--- config.mk ---
export PLATFORM = sky130hd
export DESIGN_NAME = dmem_req_arbiter
export DESIGN_NICKNAME = d
export VERILOG_FILES = /design/src/rtl/dmem_req_arbiter.sv
export SDC_FILE = /design/constraint.sdc
export NUM_CORES = 1
export LEC_CHECK = 0
export ABC_CLOCK_PERIOD_IN_PS = 11200
export CORE_ASPECT_RATIO = 1.1
export CORE_MARGIN = 8
export CORE_UTILIZATION = 41
export CTS_BUF_LIST = sky130_fd_sc_hd__clkbuf_8
export DETAILED_ROUTE_END_ITERATION = 10
export PLACE_DENSITY = 0.95
export SLEW_MARGIN = 20
export SYNTH_ARGS = -nofsm -noshare
export SYNTH_HDL_FRONTEND = slang
export SYNTH_SLANG_ARGS = --single-unit
--- constraint.sdc ---
create_clock -name clock -period 11.2 [get_ports clock]
set_clock_uncertainty 0.15 [all_clocks]
set_input_delay 2.24 -clock clock [delete_from_list [all_inputs] [get_ports clock]]
set_output_delay 2.24 -clock clock [all_outputs]
set_load 0.03 [all_outputs]
--- src/rtl/dmem_req_arbiter.sv ---
// Round-robin arbiter and sequencer sharing one data-memory port between
// requester A (CPU) and requester B (loader/debug). All outputs are registered.
module dmem_req_arbiter #(
  parameter int ADDR_W    = 32,
  parameter int DATA_W    = 32,
  parameter int MEM_BYTES = 256
) (
  input  logic              clock,
  input  logic              reset,
  input  logic              a_req,
  input  logic              a_we,
  input  logic [1:0]        a_size,
  input  logic [ADDR_W-1:0] a_addr,
  input  logic [DATA_W-1:0] a_wdata,
  output logic              a_ack,
  output logic              a_err,
  output logic [DATA_W-1:0] a_rdata,
  input  logic              b_req,
  input  logic              b_we,
  input  logic [1:0]        b_size,
  input  logic [ADDR_W-1:0] b_addr,
  input  logic [DATA_W-1:0] b_wdata,
  output logic              b_ack,
  output logic              b_err,
  output logic [DATA_W-1:0] b_rdata,
  output logic [ADDR_W-1:0] mem_addr,
  output logic [DATA_W-1:0] mem_wdata,
  output logic [1:0]        mem_tipols,
  output logic              mem_read,
  output logic              mem_write,
  input  logic [DATA_W-1:0] mem_rdata,
  output logic              busy
);

  typedef enum logic [1:0] {IDLE, ISSUE, CAPTURE, RESP} state_t;

  localparam logic [ADDR_W-1:0] LAST_WORD = ADDR_W'(MEM_BYTES - 4);
  localparam logic [ADDR_W-1:0] LAST_BYTE = ADDR_W'(MEM_BYTES - 1);

  state_t state, state_n;
  logic   prio_b, prio_b_n;
  logic   win_b, win_b_n;
  logic   lat_we, lat_we_n;
  logic [1:0] lat_size, lat_size_n;

  logic              a_ack_n, a_err_n, b_ack_n, b_err_n;
  logic [DATA_W-1:0] a_rdata_n, b_rdata_n;
  logic [ADDR_W-1:0] mem_addr_n;
  logic [DATA_W-1:0] mem_wdata_n;
  logic [1:0]        mem_tipols_n;
  logic              mem_read_n, mem_write_n, busy_n;

  logic              sel_b, sel_we, sel_ok;
  logic [1:0]        sel_size;
  logic [ADDR_W-1:0] sel_addr;
  logic [DATA_W-1:0] sel_wdata;
  logic [DATA_W-1:0] cap_data;

  function automatic logic is_legal(input logic we, input logic [1:0] size,
                                    input logic [ADDR_W-1:0] addr);
    logic ok;
    ok = 1'b0;
    if (size == 2'b00)
      ok = (addr[1:0] == 2'b00) && (addr <= LAST_WORD);
    else if (size == 2'b01)
      ok = !we && (addr <= LAST_BYTE);
    return ok;
  endfunction

  // With both requests pending, the side that did not complete last wins.
  always_comb begin
    sel_b     = b_req && (!a_req || prio_b);
    sel_we    = sel_b ? b_we    : a_we;
    sel_size  = sel_b ? b_size  : a_size;
    sel_addr  = sel_b ? b_addr  : a_addr;
    sel_wdata = sel_b ? b_wdata : a_wdata;
    sel_ok    = is_legal(sel_we, sel_size, sel_addr);
  end

  always_comb begin
    if (lat_we)
      cap_data = '0;
    else if (lat_size == 2'b01)
      cap_data = {{(DATA_W-8){1'b0}}, mem_rdata[7:0]};
    else
      cap_data = mem_rdata;
  end

  always_comb begin
    state_n      = state;
    prio_b_n     = prio_b;
    win_b_n      = win_b;
    lat_we_n     = lat_we;
    lat_size_n   = lat_size;
    a_ack_n      = 1'b0;
    a_err_n      = 1'b0;
    a_rdata_n    = '0;
    b_ack_n      = 1'b0;
    b_err_n      = 1'b0;
    b_rdata_n    = '0;
    mem_addr_n   = '0;
    mem_wdata_n  = '0;
    mem_tipols_n = 2'b00;
    mem_read_n   = 1'b0;
    mem_write_n  = 1'b0;
    unique case (state)
      IDLE: begin
        if (a_req || b_req) begin
          win_b_n    = sel_b;
          lat_we_n   = sel_we;
          lat_size_n = sel_size;
          if (sel_ok) begin
            // Command registers load at the grant edge so they are live in ISSUE.
            state_n      = ISSUE;
            mem_addr_n   = sel_addr;
            mem_wdata_n  = sel_wdata;
            mem_tipols_n = sel_size;
            mem_read_n   = !sel_we;
            mem_write_n  = sel_we;
          end else begin
            state_n = RESP;
            a_ack_n = !sel_b;
            a_err_n = !sel_b;
            b_ack_n = sel_b;
            b_err_n = sel_b;
          end
        end
      end
      ISSUE: state_n = CAPTURE;
      CAPTURE: begin
        state_n   = RESP;
        a_ack_n   = !win_b;
        b_ack_n   = win_b;
        a_rdata_n = win_b ? '0 : cap_data;
        b_rdata_n = win_b ? cap_data : '0;
      end
      RESP: begin
        state_n  = IDLE;
        prio_b_n = !win_b;
      end
      default: state_n = IDLE;
    endcase
    busy_n = (state_n != IDLE);
  end

  always_ff @(posedge clock or posedge reset) begin
    if (reset) begin
      state      <= IDLE;
      prio_b     <= 1'b0;
      win_b      <= 1'b0;
      lat_we     <= 1'b0;
      lat_size   <= 2'b00;
      a_ack      <= 1'b0;
      a_err      <= 1'b0;
      a_rdata    <= '0;
      b_ack      <= 1'b0;
      b_err      <= 1'b0;
      b_rdata    <= '0;
      mem_addr   <= '0;
      mem_wdata  <= '0;
      mem_tipols <= 2'b00;
      mem_read   <= 1'b0;
      mem_write  <= 1'b0;
      busy       <= 1'b0;
    end else begin
      state      <= state_n;
      prio_b     <= prio_b_n;
      win_b      <= win_b_n;
      lat_we     <= lat_we_n;
      lat_size   <= lat_size_n;
      a_ack      <= a_ack_n;
      a_err      <= a_err_n;
      a_rdata    <= a_rdata_n;
      b_ack      <= b_ack_n;
      b_err      <= b_err_n;
      b_rdata    <= b_rdata_n;
      mem_addr   <= mem_addr_n;
      mem_wdata  <= mem_wdata_n;
      mem_tipols <= mem_tipols_n;
      mem_read   <= mem_read_n;
      mem_write  <= mem_write_n;
      busy       <= busy_n;
    end
  end

endmodule

==> run_results.csv <==
group,metric,value,unit
power_and_ir_drop,total_power,1.52,mW
global_routing,antenna_found_initial,1,
cts,clk_pin_slew,0.07,ns
hold_path,hp-class,"reg -> reg",
floorplanning,dieWidth,122,um
global_routing,met2_usage,38.5,%
setup_path,reg2reg_from,"state[1]",
routing,drt_iter0_markers,309,
setup_path,reg2reg_depth,6,
power_and_ir_drop,p_leak,3.85,nW
setup_path,critical-path-top-delay-family,"compound AO/OA/AOI/OAI gates",
setup_path,cp.depth,5,
status,status,"finished, final reports clean",
timing,worst_pin_slew,0.987,ns
power_and_ir_drop,ir_drop,0.0997,mV
floorplanning,die_height,132,um
setup_path,worstPathArrival,4.24,ns
timing,period_needed,4.04,ns
cts,cts_resized,0,
timing,rsz0062_at_grt,"no",
setup_path,max_stage_delay,0.75,ns
floorplanning,pin_count,307,
logic_synthesis,synth-seq-area-share,71.4,%
setup_path,path_class,"in -> reg",
logic_synthesis,netlist_area,5050,um2
cts,clkLatencyLatePin,0.42,ns
hold_path,whs_path_depth,2,
timing,hold_viol,0,
setup_path,path_cells,"clkdlybuf4s50_1 > nand2_1 > a21oi_4 > a21boi_0 > nand2b_1",
timing,tns,0,ns
finish,nets,904,
cts,htree_levels,4,
global_routing,gr-total-overflow,0,
setup_path,endpoint_kind,"flop",
routing,routed_via_density,4.73,
global_routing,met3_usage,7.93,%
setup_path,crit_buf_inv,1,
routing,route.detailed.drc,0,
setup_path,cp-startpoint,"a_req",
global_routing,grt_max_degree,82,
logic_synthesis,ys_seq_elements,144,
timing,setup_viol,0,
finish,syn_to_final_growth,75.1,%
routing,vias,4242,
routing,routedWlPerCell,19.4,um
hold_path,hold_start,"lat_size[1]",
floorplanning,rows,42,
cts,cts.sinks,144,
placement,dp.final_hpwl,14.0,mm
power_and_ir_drop,power.density,172,nW/um2
logic_synthesis,synthCells,395,
logic_synthesis,ys_warn_count,0,
cts,cts_tree,"built",
setup_path,path_max_fanout,40,
global_routing,grtUsageTotal,21.8,%
global_routing,grt_use_met1,22.6,%
setup_path,cp_slowest_cell,"a21oi_4",
timing,max-slew-margin-rel,34.1,%
routing,dr.pass1.iters,5,
logic_synthesis,syn_area_per_cell,12.8,um2
floorplanning,start_util,41.9,%
placement,gp_congestion,0.907,
cts,cts_buffer_depth,2,
logic_synthesis,synth.distinct_cells,31,
floorplanning,core_region_area,12000,um2
global_routing,grt_pass1_wl,26.7,mm
timing,fin_crit_sh,36.1,%
cts,cts_made_buffers,17,
routing,routed_wl,17.4,mm
global_routing,grt_pass1_vias,4889,
setup_path,cp.required,11.39,ns
global_routing,top_usage_layer,"met2",
timing,clock.fmax,247,MHz
floorplanning,fp.dieArea,16100,um2
cts,hold_buffers,0,
flow_run,max-cap-violations,0,
cts,postCtsSetupBuffers,0,
placement,numPortBuffers,306,
finish,layout-drive-gt1-share,6.06,%
routing,drtAntennaViolNets,0,
cts,cts_root_buf,"clkbuf_8",
timing,drv_slew,0,
setup_path,cp-start-kind,"input port",
-- state kept, by name (all words and copies together) (netlist names), 2 cells and up --
signal      flops
a_rdata        32
b_rdata        32
mem_addr       32
mem_wdata      32
lat_size        2
mem_tipols      2
state           2
-- per-layer routing --
| layer | wire [um] | vias up |
|---|---|---|
| li1 | - | 1957 |
| met1 | 6190 | 2023 |
| met2 | 9150 | 230 |
| met3 | 1550 | 32 |
| met4 | 546 | 0 |
| met5 | 0 | - |
-- cells in the final DEF, fill, tap and decap left out, types with 5 or more instances in the layout --
cell type        instances
dfrtp_1                144
and2_1                  49
nor4_1                  10
mux2i_1                  6
a22oi_1                 38
nand2_1                  6
conb_1                  25
o21ai_0                  5
inv_1                    8
clkbuf_8                20
nor3_1                   7
nand2b_1                12
nor2_1                  60
nand3_1                  5
clkdlybuf4s50_1        306
-- cell families after synthesis --
kind of cell	count (synthesis)	share of synthesized area [%]
AND/OR/NAND/NOR	158	16.4
flip-flops	144	71.4
AO/OA/AOI/OAI	55	7.79
buffers and inverters	28	2.43
multiplexers	6	1.19
adder cells (fa/ha/maj)	3	0.744
other	1	0.0743
-- metrics by stage --
step	instance area [um2]	utilization [%]	worst slack [ns]	cells	hold slack, ns
after floorplan	5140	-	4.94	419	0.300
after CTS	8800	73.1	6.96	895	0.356
final	8840	73.4	7.16	897	0.351
after global routing	8840	73.4	7.09	897	0.383
after detailed placement	8370	69.5	6.53	865	0.339
after global placement	8370	69.5	6.62	865	0.319
-- final timing paths --
path | end | slack, ns
worst max-delay path | a_ack | 7.16
worst min-delay path | lat_size[1] | 0.35
worst max register to register | a_ack | 8.76
worst min register to register | lat_size[1] | 0.35
max in group asynchronous | mem_addr[9] | 7.64
min in group asynchronous | mem_addr[14] | 2.12
-- tightest hold or removal path: stages, from the launching register on --
cell and delay, ns:
dfrtp_1 0.35, nand2_1 0.05, o21ai_0 0.06
-- synthesized netlist by cell type --
master,count,share of area [%]
clkbuf_1,12,0.89
ha_1,3,0.74
mux2i_1,6,1.2
a21boi_0,2,0.30
nor2_1,61,4.5
or4_1,1,0.15
dfrtp_1,144,71
nand3_1,5,0.50
nand2_2,1,0.12
nor4_1,10,1.2
a22oi_1,38,5.7
nor3b_1,1,0.15
conb_1,1,0.074
nor3_2,2,0.40
and2_1,49,6.1
inv_1,9,0.67
a21o_1,3,0.45
nand2_1,6,0.45
nor3_1,7,0.69
buf_2,5,0.50
nand2b_1,12,1.5
o22ai_1,1,0.12
o21ai_0,5,0.50
or4b_1,1,0.20
nor3b_2,1,0.25
o21ai_2,1,0.17
nand4_1,1,0.12
o21ba_2,1,0.20
buf_4,1,0.15
buf_6,1,0.22
a21oi_1,4,0.40
-- power breakdown --
part / internal [mW] / switching, mW / total (mW)
Sequential: 0.584 / 0.0313 / 0.615
Clock: 0.258 / 0.182 / 0.440
Combinational: 0.208 / 0.257 / 0.465
-- layout make-up --
class                           instances  area (um2)
Clock inverter                         10         160
Sequential cell                       144        3600
Antenna cell                            1        2.50
Inverter                                9        38.8
Multi-Input combinational cell        247        1430
Fill cell                             804        3200
Clock buffer                           20         275
Tap cell                              154         193
Timing Repair Buffer                  312        3130
Note: power is estimated with default switching activity, not from simulation.
